$ cat src/rtl/delay_scheduler_if.sv
// Request/grant/completion bundle between delay clients and the shared delay scheduler.
// The master side is the client group; the slave side is the scheduler itself.
interface delay_scheduler_if #(
   parameter int unsigned NUM_REQ = 3,
   parameter int unsigned CNT_W   = 13
);
   localparam int unsigned IW = $clog2(NUM_REQ);

   logic [NUM_REQ-1:0]       req_i;
   logic [NUM_REQ*CNT_W-1:0] ticks_i;
   logic                     abort_i;
   logic [NUM_REQ-1:0]       gnt_o;
   logic [NUM_REQ-1:0]       done_o;
   logic                     busy_o;
   logic [IW-1:0]            owner_o;

   modport master (
      output req_i, ticks_i, abort_i,
      input  gnt_o, done_o, busy_o, owner_o
   );

   modport slave (
      input  req_i, ticks_i, abort_i,
      output gnt_o, done_o, busy_o, owner_o
   );
endinterface

$ cat src/rtl/delay_scheduler.sv
// Round-robin owner of a single prescaled tick timer shared by NUM_REQ delay clients.
// One delay runs at a time; the owner gets a one-cycle done pulse when it expires.
module delay_scheduler #(
   parameter int unsigned NUM_REQ  = 3,
   parameter int unsigned CNT_W    = 13,
   parameter int unsigned TICK_DIV = 5000
) (
   input logic              clk,
   input logic              rst_n,
   delay_scheduler_if.slave bus
);
   localparam int unsigned IW = $clog2(NUM_REQ);
   localparam int unsigned PW = $clog2(TICK_DIV) + 1;

   typedef enum logic [1:0] {StIdle, StRun, StDone} state_e;

   state_e             state_q;
   logic [PW-1:0]      pre_q;
   logic [CNT_W-1:0]   rem_q;
   logic [IW-1:0]      ptr_q;
   logic [IW-1:0]      owner_q;
   logic [NUM_REQ-1:0] gnt_q;
   logic [NUM_REQ-1:0] done_q;
   logic               busy_q;

   logic               win_found;
   logic [IW-1:0]      win_idx;
   logic [CNT_W-1:0]   win_ticks;

   // Walk from farthest to nearest after the pointer so the nearest set request wins.
   always_comb begin
      win_found = 1'b0;
      win_idx   = '0;
      win_ticks = '0;
      for (int k = NUM_REQ; k >= 1; k--) begin
         for (int i = 0; i < NUM_REQ; i++) begin
            if (bus.req_i[i] && ((32'(ptr_q) + 32'(k)) % NUM_REQ == 32'(i))) begin
               win_found = 1'b1;
               win_idx   = IW'(i);
               win_ticks = bus.ticks_i[i*CNT_W +: CNT_W];
            end
         end
      end
   end

   always_ff @(posedge clk or negedge rst_n) begin
      if (!rst_n) begin
         state_q <= StIdle;
         pre_q   <= '0;
         rem_q   <= '0;
         ptr_q   <= IW'(NUM_REQ - 1);
         owner_q <= '0;
         gnt_q   <= '0;
         done_q  <= '0;
         busy_q  <= 1'b0;
      end else begin
         gnt_q  <= '0;
         done_q <= '0;
         case (state_q)
            StIdle: begin
               if (win_found && !bus.abort_i) begin
                  state_q <= StRun;
                  rem_q   <= win_ticks;
                  pre_q   <= '0;
                  owner_q <= win_idx;
                  ptr_q   <= win_idx;
                  gnt_q   <= NUM_REQ'(1) << win_idx;
                  busy_q  <= 1'b1;
               end
            end
            StRun: begin
               // Abort outranks an expiry landing on the same edge.
               if (bus.abort_i) begin
                  state_q <= StIdle;
                  busy_q  <= 1'b0;
               end else if (rem_q == '0) begin
                  state_q <= StDone;
                  done_q  <= NUM_REQ'(1) << owner_q;
               end else if (pre_q == PW'(TICK_DIV - 1)) begin
                  pre_q <= '0;
                  rem_q <= rem_q - CNT_W'(1);
               end else begin
                  pre_q <= pre_q + PW'(1);
               end
            end
            StDone: begin
               state_q <= StIdle;
               busy_q  <= 1'b0;
            end
            default: begin
               state_q <= StIdle;
               busy_q  <= 1'b0;
            end
         endcase
      end
   end

   assign bus.gnt_o   = gnt_q;
   assign bus.done_o  = done_q;
   assign bus.busy_o  = busy_q;
   assign bus.owner_o = owner_q;
endmodule
$ cat src/flat_wrapper.sv
// flat-port wrapper written by rule: the top's interface ports become plain ports
module delay_scheduler_flat 
#(
   parameter int unsigned NUM_REQ  = 3,
   parameter int unsigned CNT_W    = 13,
   parameter int unsigned TICK_DIV = 5000
)
  (clk, rst_n, bus_req_i, bus_ticks_i, bus_abort_i, bus_gnt_o, bus_done_o, bus_busy_o, bus_owner_o);
  delay_scheduler_if #(.NUM_REQ(NUM_REQ), .CNT_W(CNT_W)) bus_i ();
  input logic clk;
  input logic rst_n;
  input wire logic [$bits(bus_i.req_i)-1:0] bus_req_i;
  input wire logic [$bits(bus_i.ticks_i)-1:0] bus_ticks_i;
  input wire logic [$bits(bus_i.abort_i)-1:0] bus_abort_i;
  output wire logic [$bits(bus_i.gnt_o)-1:0] bus_gnt_o;
  output wire logic [$bits(bus_i.done_o)-1:0] bus_done_o;
  output wire logic [$bits(bus_i.busy_o)-1:0] bus_busy_o;
  output wire logic [$bits(bus_i.owner_o)-1:0] bus_owner_o;
  assign bus_i.req_i = bus_req_i;
  assign bus_i.ticks_i = bus_ticks_i;
  assign bus_i.abort_i = bus_abort_i;
  assign bus_gnt_o = bus_i.gnt_o;
  assign bus_done_o = bus_i.done_o;
  assign bus_busy_o = bus_i.busy_o;
  assign bus_owner_o = bus_i.owner_o;
  delay_scheduler #(.NUM_REQ(NUM_REQ), .CNT_W(CNT_W), .TICK_DIV(TICK_DIV)) u_core (.clk(clk), .rst_n(rst_n), .bus(bus_i));
endmodule
$ cat config.mk
export PLATFORM = sky130hd
export DESIGN_NAME = delay_scheduler_flat
export DESIGN_NICKNAME = d
export VERILOG_FILES = /design/src/rtl/delay_scheduler_if.sv /design/src/rtl/delay_scheduler.sv /design/src/flat_wrapper.sv
export SDC_FILE = /design/constraint.sdc
export NUM_CORES = 1
export LEC_CHECK = 0
export CAP_MARGIN = 10
export CORE_MARGIN = 2
export CORE_UTILIZATION = 57
export DETAILED_ROUTE_END_ITERATION = 10
export PLACE_DENSITY = 0.85
export SLEW_MARGIN = 20
export SYNTH_ARGS = -nofsm -noshare
export SYNTH_HDL_FRONTEND = slang
export SYNTH_SLANG_ARGS = --single-unit
export TNS_END_PERCENT = 100
$ cat constraint.sdc
create_clock -name clk -period 5.7 [get_ports clk]
set_clock_uncertainty 0.2 [all_clocks]
set_input_delay 1.14 -clock clk [delete_from_list [all_inputs] [get_ports clk]]
set_output_delay 1.14 -clock clk [all_outputs]
set_load 0.01 [all_outputs]
==> results.ini, run 1 <==
[yosys]
yosys-top-cells-area=dfrtp_1, o21ai_0, a221oi_1, nor2_1, a21oi_1
synth-edff-count=0
ys_async_sr_fraction=1.00
postSynthCellCount=353
ys_warn_count=0
ys_dominant_reg_cell=dfrtp_1
synth_top_cells_by_count=dfrtp_1, nor2_1, o21ai_0, nand2_1, a21oi_1
yosysMostFrequentCell=dfrtp_1
yosys.area.top_type=dfrtp_1
netlist_area_sq_um=2860
ys_ff_latch=39
syn_nets=402
yosysSeqAreaShare=0.341
yosysUniqueCellTypes=56
synth_top_area_frac=0.332
syn_avg_cell_area_sq_um=8.11

[cells_and_area]
drive_gt1_frac=0.0530
layout.cells.non_filler=463
nFillCells=401
fin_nets=444
syn_to_final_growth_pct=23.0
antenna_cells=0
final_area_sq_um=3520

[critical_path]
reg2reg_from=u_core.bus.owner_o[0]
critPathMaxFanout=13
worst_setup_path_end_kind=register
reg2reg_to=u_core.rem_q[5]
worstSetupPathType=input pin to register
required_ns=5.68
r2r_slack_ns=2.53
critPathLaunchType=input pin
cp.arrival_ns=3.69
reg2reg_depth=9

[floorplanning]
fp.dieH_um=74.9
fp.dieArea_sq_um=5610
start_util=0.598
die_w_um=74.9
ios=54
rows=25
core_area_sq_um=4790

[routing]
vias_per_cell=6.81
drc=0
wl_per_cell_um=18.4
drt-total-wl_mm=8.50
vias=3155
drt_iter0_drc=350
first_pass_iters=5
ant_nets=0

[sta]
finalSetupViolCount=0
finalSetupTns_ns=0
rsz0062_at_grt=no
fin_crit_sh=0.651
period_needed_ns=3.71
fmax_mhz=269
max-slew-margin-rel=0.437
worst_pin_slew_ns=0.845
hold_violations=0
drv_slew=0

[global_routing]
grt_pass1_vias=2886
grt_pass1_wl_mm=13.6
antenna_found_initial=0
grt-ovfl-total=0
grt.total_usage=0.309
grt_max_degree=40

[power_and_ir_drop]
pwr-share-comb=0.539
p_sw_frac=0.444
power_density_nw_per_um2=417
p_leak_uw=0.00143
netSwitchingPower_uw=652
ir_drop_mv=0.246
seq_power_share=0.292
p_clk_frac=0.169
internal_power_uw=816

[placement]
dp_hpwl_mm=6.15
placed_area_sq_um=3400
port_buffers=53
placed_cells=455
place_congestion=0.926

[clock_network]
clk_latency_ns=0.30
cts_htree_levels=2
clockRootBuffer=clkbuf_8
numCtsBuffers=5
cts-resized-gates=0
cts_setup_buffers=0
cts.sinks=39
clockBufferDepth=2
tritoncts=yes
hold_buffers=0
clk_pin_slew_ns=0.09

[worst_hold_path]
hold_class=register to register
hold_depth=1
whs_endpoint=u_core.bus.done_o[1]
min_from=u_core.bus.owner_o[1]

[job]
max_cap_violations=0

[run_status]
run_status=finished clean

[power by group through the flow]
| stage | Clock, uW | Combinational [uW] | Sequential, uW |
|---|---|---|---|
| 3_5_place_dp | 0 | 765 | 432 |
| 3_3_place_gp | 0 | 752 | 428 |
| 6_report | 248 | 791 | 429 |
| 4_1_cts | 248 | 772 | 427 |
| 5_1_grt | 259 | 858 | 438 |
| 2_1_floorplan | 0 | 560 | 416 |
[cells in the final DEF (no fill, tap or decap), types with 2 or more instances in the layout]
| cell | n |
|---|---|
| a21boi_0 | 2 |
| a21o_1 | 4 |
| a21oi_1 | 23 |
| a221o_1 | 2 |
| a221oi_1 | 16 |
| a22oi_1 | 7 |
| a2bb2oi_1 | 6 |
| a31oi_1 | 6 |
| a32o_1 | 2 |
| and2_1 | 4 |
| and3_1 | 7 |
| buf_4 | 2 |
| clkbuf_8 | 6 |
| clkdlybuf4s50_1 | 52 |
| dfrtp_1 | 38 |
| ha_1 | 4 |
| inv_1 | 13 |
| nand2_1 | 28 |
| nand2b_1 | 6 |
| nand3_1 | 12 |
| nand4_1 | 3 |
| nor2_1 | 35 |
| nor2b_1 | 4 |
| nor3_1 | 13 |
| nor4_1 | 5 |
| nor4b_1 | 2 |
| nor4b_2 | 2 |
| o211ai_1 | 5 |
| o21a_1 | 2 |
| o21ai_0 | 35 |
| o221ai_1 | 8 |
| o22a_1 | 3 |
| o22ai_1 | 4 |
| o31ai_1 | 5 |
| or3_1 | 2 |
| xor2_1 | 5 |
[metal layers]
metal / wire length, um / vias to the layer above / share of wire / global-route usage
li1: - / 1442 / - / -
met1: 3560 / 1507 / 0.42 / 0.439
met2: 4130 / 193 / 0.49 / 0.503
met3: 688 / 13 / 0.081 / 0.0415
met4: 119 / 0 / 0.014 / 0.0734
met5: 0 / - / 0 / 0
[sequential cells by signal, summed over array words and instances (netlist names)]
| register | cells |
|---|---|
| u_core.bus.busy_o | 1 |
| u_core.bus.owner_o | 2 |
| u_core.state_q | 2 |
| u_core.rem_q | 13 |
| u_core.bus.done_o | 3 |
| u_core.bus.gnt_o | 3 |
| u_core.pre_q | 14 |
| u_core.ptr_q | 1 |
[area by class of cell]
type | instances | area [sq um] | share of cell area
multi-input cells | 280 | 1750 | 0.495
well taps | 67 | 83.8 | 0.0238
clock inverters | 2 | 38.8 | 0.0110
clock buffers | 6 | 82.6 | 0.0234
flip-flops and latches | 39 | 977 | 0.277
inverters | 14 | 55.1 | 0.0156
repair buffers | 55 | 541 | 0.153
[worst max path at each step]
stage	start	endpoint	cells past startpoint
finish	bus_req_i[2]	u_core.rem_q[4]	7
global route	bus_req_i[2]	u_core.rem_q[2]	7
floorplan	bus_req_i[0]	u_core.rem_q[7]	8
CTS	bus_req_i[2]	u_core.rem_q[4]	7
global placement	bus_req_i[2]	u_core.rem_q[2]	7
detailed placement	bus_req_i[2]	u_core.rem_q[4]	7
[cell families (layout without fill, tap and decap cells)]
family,count (synthesis),after routing,share of synthesized area
flip-flops,39,39,0.341
adder cells (fa/ha/maj),4,4,0.0175
XOR/XNOR,5,5,0.0153
AO/OA/AOI/OAI,141,141,0.341
buffers and inverters,34,77,0.0494
AND/OR/NAND/NOR,130,130,0.235
[worst max-delay path, stage by stage]
cell and delay, ns:
clkdlybuf4s50_1 0.66, and2_0 0.65, nor2_1 0.36, a221oi_1 0.43
o2bb2ai_1 0.17, a31oi_1 0.06, o22a_1 0.21
[per-stage QoR]
| stage | utilization | worst slack [ns] | total power [uW] | hold WS [ns] |
|---|---|---|---|---|
| after global placement | 0.711 | 1.92 | 1180 | 0.283 |
| after global routing | 0.736 | 1.81 | 1550 | 0.326 |
| after detailed placement | 0.711 | 1.77 | 1200 | 0.298 |
| final | 0.736 | 1.99 | 1470 | 0.301 |
| after CTS | 0.736 | 2.06 | 1450 | 0.306 |
| after floorplan | - | 2.74 | 976 | 0.263 |
Note: power is estimated with default switching activity, not from simulation.
==> inputs of run 2 (changes only) <==
CORE_UTILIZATION = 53   (was 57)
PLACE_DENSITY = 0.8   (was 0.85)
clock period = 3.82 ns   (was 5.7 ns; I/O delays follow)
==> results.ini, run 2 (synthesis gave the netlist of run 1 again) <==
[run_status]
run_status=finished clean

[routing]
first_pass_iters=6
drc=0
vias=3122
ant_nets=0
drt-total-wl_mm=8.19
vias_per_cell=6.63
drt_iter0_drc=332
wl_per_cell_um=17.4

[global_routing]
grtUsageMet1=0.394
grt-busiest-layer=met2
grt_max_degree=40
grt_pass1_vias=2767
grt_pass1_wl_mm=13.2
use_met2=0.412
grt.total_usage=0.267
grt-ovfl-total=0
grt_use_met3=0.0395
antenna_found_initial=0

[cells_and_area]
layout_common_cells=clkdlybuf4s50_1, dfrtp_1, nor2_1, o21ai_0, nand2_1
largest_register_ffs=14
fin_nets=449
antenna_cells=0
reg_top3=u_core.pre_q x14, u_core.rem_q x13
nFillCells=429
drive_gt1_frac=0.0648
final_area_sq_um=3560
final_common_cell=clkdlybuf4s50_1
syn_to_final_growth_pct=24.5
top_register=u_core.pre_q

[clock_network]
clk_pin_slew_ns=0.09
numCtsBuffers=5
clockRootBuffer=clkbuf_8
clk_latency_ns=0.30
tritoncts=yes
cts.sinks=39
cts_htree_levels=2
cts_setup_buffers=0
clockBufferDepth=2
hold_buffers=0
cts-resized-gates=0

[worst_hold_path]
hold_class=register to register

[critical_path]
r2r_slack_ns=0.76
cp.arrival_ns=3.13
path_delay_family=compound AO/OA/AOI/OAI gates
worst_setup_path_end_kind=register
worstPathCellList=clkdlybuf4s50_1 > inv_1 > a21oi_1 > o211ai_4 > inv_4 > nand2_1 > o21ai_0 > a21bo_2
worstSetupPathType=input pin to register
crit_path_max_incr_delay_ns=0.68
slowest_stage=clkdlybuf4s50_1
cp_num_buf_inv=3
required_ns=3.82
critPathLaunchType=input pin
critPathMaxFanout=15

[sta]
period_needed_ns=3.13
finalSetupTns_ns=0
fmax_mhz=319
rsz0062_at_grt=no
finalSetupViolCount=0
setup_ws_ns=0.689
fin_crit_sh=0.820
hold_violations=0
worst_pin_slew_ns=0.845
drv_slew=0
max-slew-margin-rel=0.437

[power_and_ir_drop]
p_clk_frac=0.172
power_density_nw_per_um2=614
p_leak_uw=0.00146
pwr-share-comb=0.537
internal_power_uw=1230
ir_drop_mv=0.322
netSwitchingPower_uw=954
seq_power_share=0.291
p_sw_frac=0.436

[placement]
dp_hpwl_mm=5.95
port_buffers=53
place_congestion=0.950
place_ws_ns=0.398
placed_area_sq_um=3440

[floorplanning]
start_util=0.554
ios=54
fp.dieH_um=77.5
core_area_sq_um=5170
fp.dieArea_sq_um=6010
die_w_um=77.5
rows=26

[job]
max_cap_violations=0

[run 2: cell count changes in the layout (fill, tap and decap cells not counted), sizes merged]
cell | before | now
buf | 3 | 8
[run 2: power groups by stage]
| stage | clock network (uW) | registers [uW] | logic (uW) |
|---|---|---|---|
| 3_3_place_gp | 0 | 640 | 1140 |
| 6_report | 376 | 636 | 1180 |
| 5_1_grt | 397 | 652 | 1290 |
| 3_5_place_dp | 0 | 640 | 1150 |
| 2_1_floorplan | 0 | 621 | 836 |
| 4_1_cts | 379 | 633 | 1160 |
[run 2: stage by stage]
stage               utilization  instances  total power [uW]  hold WS, ns
finish                    0.689        471              2190        0.307
global route              0.689        471              2340        0.341
CTS                       0.689        471              2170        0.322
detailed placement        0.666        463              1790        0.303
global placement          0.666        463              1780        0.293
floorplan                     -        353              1460        0.263
[run 2: path summary, 6_finish.rpt]
kind / from / endpoint / cells after the start
max: bus_req_i[0] / u_core.rem_q[10] / 8
min: u_core.bus.owner_o[1] / u_core.bus.done_o[0] / 1
max reg2reg: u_core.bus.owner_o[0] / u_core.rem_q[10] / 9
min reg2reg: u_core.bus.owner_o[1] / u_core.bus.done_o[0] / 1
max in group asynchronous: rst_n / u_core.rem_q[6] / 1
min in group asynchronous: rst_n / u_core.pre_q[3] / 1
[run 2: cell type report]
class | instances | area (sq um) | share of cell area
repair buffers | 60 | 578 | 0.162
flip-flops and latches | 39 | 977 | 0.274
multi-input cells | 280 | 1750 | 0.490
clock inverters | 2 | 38.8 | 0.0109
well taps | 70 | 87.6 | 0.0246
inverters | 14 | 55.1 | 0.0154
clock buffers | 6 | 82.6 | 0.0232
[run 2: worst register-to-register path: stages (launching register included)]
cell and delay (ns):
dfrtp_1 0.44, inv_1 0.12, ha_1 0.57, nor3_1 0.10, a21oi_1 0.35, o211ai_4 0.18, inv_4 0.15, nand2_1 0.32
o21ai_0 0.29, a21bo_2 0.24
[run 2: per-layer routing]
layer,up-vias,part of all wire
met1,1485,0.46
met4,0,0.014
li1,1445,-
met3,14,0.070
met2,178,0.46
met5,-,0
